==> src/rtl/dmem_arbiter_pkg.sv <==
// Shared definitions for the data-SRAM arbiter: requester IDs and the default
// debug starvation bound.
package dmem_arbiter_pkg;

    typedef enum logic {
        PORT_CPU = 1'b0,
        PORT_DBG = 1'b1
    } port_id_t;

    localparam int DEFAULT_MAX_WAIT = 4;

endpackage

==> src/rtl/dmem_rd_return.sv <==
// Read-return pipeline: remembers who issued last cycle's SRAM read and steers
// the one-cycle-late read data back to that requester only.
module dmem_rd_return
    import dmem_arbiter_pkg::*;
#(
    parameter int DATA_WIDTH = 8
) (
    input  logic                  clk,
    input  logic                  reset,
    input  logic                  issue_rd,
    input  port_id_t              issue_port,
    input  logic [DATA_WIDTH-1:0] mem_rdata,
    output logic                  cpu_rvalid,
    output logic [DATA_WIDTH-1:0] cpu_rdata,
    output logic                  dbg_rvalid,
    output logic [DATA_WIDTH-1:0] dbg_rdata
);

    logic     rd_pend;
    port_id_t rd_owner;

    // NOTE: state registers use non-blocking assignments so every flop samples
    // the pre-edge values, independent of block evaluation order.
    always_ff @(posedge clk or negedge reset) begin
        if (!reset) begin
            rd_pend  <= 1'b0;
            rd_owner <= PORT_CPU;
        end else begin
            rd_pend <= issue_rd;
            if (issue_rd) begin
                rd_owner <= issue_port;
            end
        end
    end

    // NOTE: every output gets a default before the branches; a path that left
    // one unassigned would infer a latch.
    always_comb begin
        cpu_rvalid = 1'b0;
        cpu_rdata  = '0;
        dbg_rvalid = 1'b0;
        dbg_rdata  = '0;
        if (rd_pend) begin
            if (rd_owner == PORT_DBG) begin
                dbg_rvalid = 1'b1;
                dbg_rdata  = mem_rdata;
            end else begin
                cpu_rvalid = 1'b1;
                cpu_rdata  = mem_rdata;
            end
        end
    end

endmodule

==> src/rtl/dmem_arbiter.sv <==
// Fixed-priority CPU/debug arbiter for the single-port data SRAM, with a
// starvation counter that forces a debug slot after MAX_WAIT lost cycles.
module dmem_arbiter
    import dmem_arbiter_pkg::*;
#(
    parameter int DATA_WIDTH   = 8,
    parameter int D_ADDR_WIDTH = 7,
    parameter int MAX_WAIT     = DEFAULT_MAX_WAIT
) (
    input  logic                    clk,
    input  logic                    reset,

    input  logic                    cpu_req,
    input  logic                    cpu_we,
    input  logic [D_ADDR_WIDTH-1:0] cpu_addr,
    input  logic [DATA_WIDTH-1:0]   cpu_wdata,
    output logic                    cpu_gnt,
    output logic                    cpu_stall,
    output logic                    cpu_rvalid,
    output logic [DATA_WIDTH-1:0]   cpu_rdata,

    input  logic                    dbg_req,
    input  logic                    dbg_we,
    input  logic [D_ADDR_WIDTH-1:0] dbg_addr,
    input  logic [DATA_WIDTH-1:0]   dbg_wdata,
    output logic                    dbg_gnt,
    output logic                    dbg_stall,
    output logic                    dbg_rvalid,
    output logic [DATA_WIDTH-1:0]   dbg_rdata,

    output logic                    mem_cs,
    output logic                    mem_we,
    output logic [D_ADDR_WIDTH-1:0] mem_addr,
    output logic [DATA_WIDTH-1:0]   mem_wdata,
    input  logic [DATA_WIDTH-1:0]   mem_rdata
);

    localparam int WAIT_W = $clog2(MAX_WAIT + 1);

    logic [WAIT_W-1:0] wait_cnt;
    logic              dbg_prio;

    assign dbg_prio = (wait_cnt == WAIT_W'(MAX_WAIT));

    // Requests are ignored entirely while reset is held low.
    always_comb begin
        cpu_gnt = 1'b0;
        dbg_gnt = 1'b0;
        if (reset) begin
            if (dbg_prio && dbg_req) begin
                dbg_gnt = 1'b1;
            end else if (cpu_req) begin
                cpu_gnt = 1'b1;
            end else if (dbg_req) begin
                dbg_gnt = 1'b1;
            end
        end
    end

    assign cpu_stall = cpu_req & ~cpu_gnt;
    assign dbg_stall = dbg_req & ~dbg_gnt;

    always_comb begin
        mem_cs    = cpu_gnt | dbg_gnt;
        mem_we    = 1'b0;
        mem_addr  = '0;
        mem_wdata = '0;
        if (cpu_gnt) begin
            mem_we    = cpu_we;
            mem_addr  = cpu_addr;
            mem_wdata = cpu_wdata;
        end else if (dbg_gnt) begin
            mem_we    = dbg_we;
            mem_addr  = dbg_addr;
            mem_wdata = dbg_wdata;
        end
    end

    // Counts consecutive cycles a live debug request has lost; holds at the bound.
    always_ff @(posedge clk or negedge reset) begin
        if (!reset) begin
            wait_cnt <= '0;
        end else if (!dbg_req || dbg_gnt) begin
            wait_cnt <= '0;
        end else if (!dbg_prio) begin
            wait_cnt <= wait_cnt + WAIT_W'(1);
        end
    end

    dmem_rd_return #(
        .DATA_WIDTH (DATA_WIDTH)
    ) u_rd_return (
        .clk        (clk),
        .reset      (reset),
        .issue_rd   (mem_cs & ~mem_we),
        .issue_port (dbg_gnt ? PORT_DBG : PORT_CPU),
        .mem_rdata  (mem_rdata),
        .cpu_rvalid (cpu_rvalid),
        .cpu_rdata  (cpu_rdata),
        .dbg_rvalid (dbg_rvalid),
        .dbg_rdata  (dbg_rdata)
    );

endmodule

==> config.mk <==
export PLATFORM = sky130hd
export DESIGN_NAME = dmem_arbiter
export DESIGN_NICKNAME = d
export VERILOG_FILES = /design/src/rtl/dmem_arbiter_pkg.sv /design/src/rtl/dmem_rd_return.sv /design/src/rtl/dmem_arbiter.sv
export SDC_FILE = /design/constraint.sdc
export NUM_CORES = 1
export LEC_CHECK = 0
export ABC_AREA = 1
export BUFFER_PORTS_ARGS = -buffer_cell sky130_fd_sc_hd__buf_2
export CORE_MARGIN = 10
export CORE_UTILIZATION = 32
export CTS_BUF_LIST = sky130_fd_sc_hd__clkbuf_4
export CTS_CLUSTER_SIZE = 14
export DETAILED_ROUTE_END_ITERATION = 7
export PLACE_DENSITY = 0.9
export SYNTH_ARGS = -nofsm -noshare
export SYNTH_HDL_FRONTEND = slang
export SYNTH_SLANG_ARGS = --single-unit
export TNS_END_PERCENT = 10
==> constraint.sdc <==
create_clock -name clk -period 1.8 [get_ports clk]
set_input_delay 0.18 -clock clk [delete_from_list [all_inputs] [get_ports clk]]
set_output_delay 0.18 -clock clk [all_outputs]
set_load 0.05 [all_outputs]
# Word level (Yosys, flattened, before mapping)
# Index checks and enable logic that the tools add are counted.
dict set report op_classes {
  eq_ne 2
  bitwise 7
  add_sub_neg 1
  mux 24
  n_reduce_logical 3
}
# operator n
set op_table {}
lappend op_table {{two-way mux 8 bit} 6}
lappend op_table {{two-way mux 1 bit} 14}
lappend op_table {{two-way mux 7 bit} 2}
lappend op_table {{two-way mux 3 bit} 2}
lappend op_table {{adder 3 x 1 -> 3 bit, second input constant} 1}
lappend op_table {{bitwise AND 1 bit} 3}
lappend op_table {{equality test 3 bit, second input constant} 1}
lappend op_table {{NOT 1 bit} 3}
lappend op_table {{!= test 2 x 1 -> 1 bit, second input constant} 1}
lappend op_table {{logical AND 1 bit} 1}
lappend op_table {{zero test 1 bit} 1}
lappend op_table {{logical OR 1 bit} 1}
lappend op_table {{OR 1 bit} 1}
dict set report word_totals {
  in_bits 44
  word_cells 40
  reg_bits 5
  output_inout_bits 39
}

# Depth between registers and ports, before layout
dict set report logic_depth {
  ltp_word 8
  ltp_mapped 8
}

# By module
# A second synthesis with hierarchy kept.
dict set report hier_totals {
  hier_cells 119
  area_unflattened_um2 661.9
}
# mod area_each_um2 cells_per_inst instances
set by_module_without_submodules {}
lappend by_module_without_submodules {dmem_arbiter 483.0 84 1}
lappend by_module_without_submodules {dmem_rd_return 178.9 35 1}

# Least setup slack after synthesis
# OpenSTA, ideal clock, no wires.
dict set report synth_path {
  path_kind {register to output}
  start {register u_rd_return.rd_owner}
  end {output port cpu_rdata[0]}
  t_arrival_ns 2.057
  path_slack_ns -0.437
  path_buffers 0
  stages_incl_launch_ff 4
  cell_sequence {dfrtp_1 nor2_1 inv_1 nor2_1}
}
dict set report synth_between {
  elab_chain_len 2
}
# element line
set synth_rtl {}
lappend synth_rtl {{start, declared} dmem_rd_return.sv:20} ;# port_id_t rd_owner;
lappend synth_rtl {{start signal, assigned} dmem_rd_return.sv:31} ;# rd_owner <= issue_port;
lappend synth_rtl {{two-way mux 8 bit} dmem_rd_return.sv:44} ;# if (rd_owner == PORT_DBG) begin
lappend synth_rtl {{two-way mux 8 bit} dmem_rd_return.sv:43} ;# if (rd_pend) begin
lappend synth_rtl {{end, declared} dmem_arbiter.sv:20} ;# output logic [DATA_WIDTH-1:0] cpu_rdata,
# No other way between the ends.

# Worst setup path after layout
dict set report layout_path {
  start {register wait_cnt[0]}
  end {output port dbg_gnt}
}
dict set report layout_between {
  elab_chain_len 4
}
# element line
set layout_rtl {}
lappend layout_rtl {{start, declared} dmem_arbiter.sv:40} ;# logic [WAIT_W-1:0] wait_cnt;
lappend layout_rtl {{start signal, assigned} dmem_arbiter.sv:86} ;# wait_cnt <= wait_cnt + WAIT_W'(1);
lappend layout_rtl {{equality test 3 bit} dmem_arbiter.sv:43} ;# assign dbg_prio = (wait_cnt == WAIT_W'(MAX_WAIT));
lappend layout_rtl {{logical AND 1 bit} dmem_arbiter.sv:50} ;# if (dbg_prio && dbg_req) begin
lappend layout_rtl {{two-way mux 1 bit} dmem_arbiter.sv:50}
lappend layout_rtl {{two-way mux 1 bit} dmem_arbiter.sv:49} ;# if (reset) begin
lappend layout_rtl {{end, declared} dmem_arbiter.sv:26} ;# output logic dbg_gnt,
# No other way between the ends.

==> out/results.ini <==
[outcome]
outcome = finished, violations left
violations_in_the_final_reports = setup timing

[die]
std_cell_rows = 15
die_y_um = 63.9
placeable_area_mm2 = 0.00178
initial_core_util = 0.346
floorplan.die.width_um = 63.9
design.die.area_mm2 = 0.00408
boundaryPins = 83

[power_and_ir_drop]
netSwitchingPower_uw = 409
seq_power_share = 0.168
p_sw_frac = 0.499
ir_worst_vdd_v = 0.000538
sum_of_internal_switching_and_leakage_power_uw = 820
power_report.internal_total_uw = 411
power_leakage_nw = 0.911
cellPowerDensity_mw_per_mm2 = 567
share_comb_of_total_power = 0.640
clkPwrFrac = 0.192

[setup_path]
critPathArrivalTime_ns = 1.75
critPathLaunchType = register
required_ns = 1.62
crit_fanout = 8
timing.critical_path.to_type = output pin
setup.worst_path.class = reg2out

[synthesis]
ys_warn_count = 0
synthXorXnorAreaFrac = 0.0142
ys_ff_latch = 5
synth_area_per_cell_um2 = 5.18
largest_family_of_logic_cells_by_synthesized_area = simple AND/OR/NAND/NOR gates
synth_compound_gate_area_share = 0.0345
synth_enable_flop_cells = 0
synth-adder-area-share = 0.0406
synth.lib_cells_used.distinct = 13
register_area_share_after_synthesis = 0.203
ys_async_sr_fraction = 1.00
synth_ff_type = sky130_fd_sc_hd__dfrtp_1
synth_simple_gate_area_share = 0.544
synthCells = 119
syn-num-nets = 165
netlist_area_um2 = 617
yosys-mux-area-fraction = 0

[global_routing]
grtUsageMet3 = 0.0923
antenna_found_initial = 0
overflow = 0
number_of_global_route_vias_before_repair = 1094
maximum_number_of_pins_on_one_net_before_global_route_repair = 18
gr-usage-all-layers = 0.142
grt_use_met1 = 0.124
groute.layer.met2.usage = 0.262
globalRoute.busiestLayer = met2
global_route_wire_length_before_repair_mm = 4.77

[finish]
final_net_count = 259
mostFrequentLayoutCell = sky130_fd_sc_hd__buf_2
mostFrequentLayoutCells = sky130_fd_sc_hd__buf_2 (65), sky130_fd_sc_hd__nand2_1 (33), sky130_fd_sc_hd__nand2_2 (23), sky130_fd_sc_hd__inv_1 (18), sky130_fd_sc_hd__nor2_2 (11)
syn_to_final_growth_pct = 135
post_layout_nonfiller_instances = 237
sequential_standard_cell_area_um2 = 125
layout.filler_cells = 111
multi_input_area_um2 = 513
drive_gt1_frac = 0.646
insertedDiodeCount = 0
postLayoutCellArea_mm2 = 0.00145

[timing]
unrepaired_setup_endpoints_after_global_routing = true
setup_slack_ns = -0.126
setup_violations = 18
layout_min_cycle_time_ns = 1.93
worstMarginPinSlew_ns = 0.379
layout_worst_path_cycle_share = 1.07
timing.clock.skew_ns = 0.00226
slew_headroom = 0.747
max_freq_ghz = 0.519
hold_violations = 0
drv_slew = 0
setup_total_negative_slack_ns = -1.79

[placed_design]
placed_instances = 225
port_buffers = 82
placed_cell_area_mm2 = 0.00108
place_congestion = 0.829
dp.final_hpwl_mm = 2.43

[drt]
dr.pass1.iters = 4
ant_nets = 0
drt-total-wl_mm = 3.98
detail_route.iter0.violations = 46
drt-wirelength-per-cell_um = 16.8
detailroute.via_count = 1138
via_per_inst = 4.80
post-route-drc-count = 0

[clock_tree]
clk-insertion-delay-late_ns = 0.26
number_of_buffers_inserted_during_clock_tree_synthesis = 3
clkSinkCount = 5
root_buffer = sky130_fd_sc_hd__clkbuf_4
cts-root-to-sink-buffers = 2
tritoncts = built
path_clk_slew_ns = 0.05
htree_num_levels = 1

[run]
max_cap_viol_count = 0

[min_path]
worst_hold_path_class = in2reg

==> synthesized netlist by cell type, types with 2 or more instances <==
library cell	n	area (um^2)
sky130_fd_sc_hd__inv_1	20	75.1
sky130_fd_sc_hd__nand3_1	6	30.0
sky130_fd_sc_hd__dfrtp_1	5	125
sky130_fd_sc_hd__buf_6	2	22.5
sky130_fd_sc_hd__ha_1	2	25.0
sky130_fd_sc_hd__nor2_1	20	75.1
sky130_fd_sc_hd__nand2_1	58	218
==> state kept, by name, summed over array words and instances (netlist names) <==
register              flops
wait_cnt                  3
u_rd_return.rd_pend       1
u_rd_return.rd_owner      1
==> path summary, 6_finish.rpt <==
check	startpoint	end	slack, ns	cells after the start
min	dbg_we	u_rd_return.rd_owner	0.26	4
min reg2reg	u_rd_return.rd_owner	u_rd_return.rd_owner	0.54	2
max reg2reg	wait_cnt[0]	wait_cnt[0]	0.30	8
min in group asynchronous	reset	wait_cnt[0]	0.37	2
max in group asynchronous	reset	u_rd_return.rd_owner	1.23	2
max	wait_cnt[0]	dbg_gnt	-0.13	6
==> critical path, stage by stage, from the launching register on <==
cell and delay, ns:
sky130_fd_sc_hd__dfrtp_1 0.40, sky130_fd_sc_hd__inv_2 0.09, sky130_fd_sc_hd__ha_4 0.15, sky130_fd_sc_hd__nand2_4 0.07
sky130_fd_sc_hd__a21oi_4 0.29, sky130_fd_sc_hd__clkbuf_16 0.22, sky130_fd_sc_hd__buf_2 0.27
==> cells by family (layout without fill, tap and decap cells) <==
logic type,Yosys count,after routing
adder cells (fa/ha/maj),2,2
flip-flops,5,5
AO/OA/AOI/OAI,2,2
XOR/XNOR,1,1
buffers and inverters,23,116
AND/OR/NAND/NOR,86,86
==> routing by layer <==
layer,up-vias,routed length [um]
met4,0,111
met1,506,1370
met5,-,0
met3,12,486
met2,87,2020
li1,533,-
==> timing repair <==
item / 4_1_cts / 5_1_grt
hold endpoints to repair: 5 / 0
endpoints found under the setup margin: 18 / 19
gates resized for setup: 30 / 50
buffers inserted: 0 / 5
cloned: 0 / 2
hold buffers: 1 / 0
pin swaps: 1 / 14
==> power by group through the flow <==
stage | combinational, mW | sequential (mW) | clock (mW)
2_1_floorplan | 0.282 | 0.134 | 0
3_3_place_gp | 0.393 | 0.136 | 0
3_5_place_dp | 0.399 | 0.137 | 0
4_1_cts | 0.442 | 0.135 | 0.150
5_1_grt | 0.554 | 0.139 | 0.165
6_report | 0.525 | 0.138 | 0.157
==> stage by stage <==
step / hold WS, ns / worst slack (ns) / utilization
final: 0.257 / -0.126 / 0.812
after detailed placement: 0.0216 / 0.132 / 0.606
after global placement: 0.0182 / 0.179 / 0.606
after CTS: 0.241 / 0.00588 / 0.685
after global routing: 0.281 / -0.183 / 0.812
after floorplan: -0.116 / -0.0520 / -
==> final cells by class <==
| class | count | share of cell area |
|---|---|---|
| Timing Repair Buffer | 91 | 0.459 |
| Multi-Input combinational cell | 91 | 0.354 |
| Sequential cell | 5 | 0.0864 |
| Inverter | 21 | 0.0579 |
| Tap cell | 25 | 0.0216 |
| Clock buffer | 4 | 0.0207 |
(Power assumes the default switching activity.)
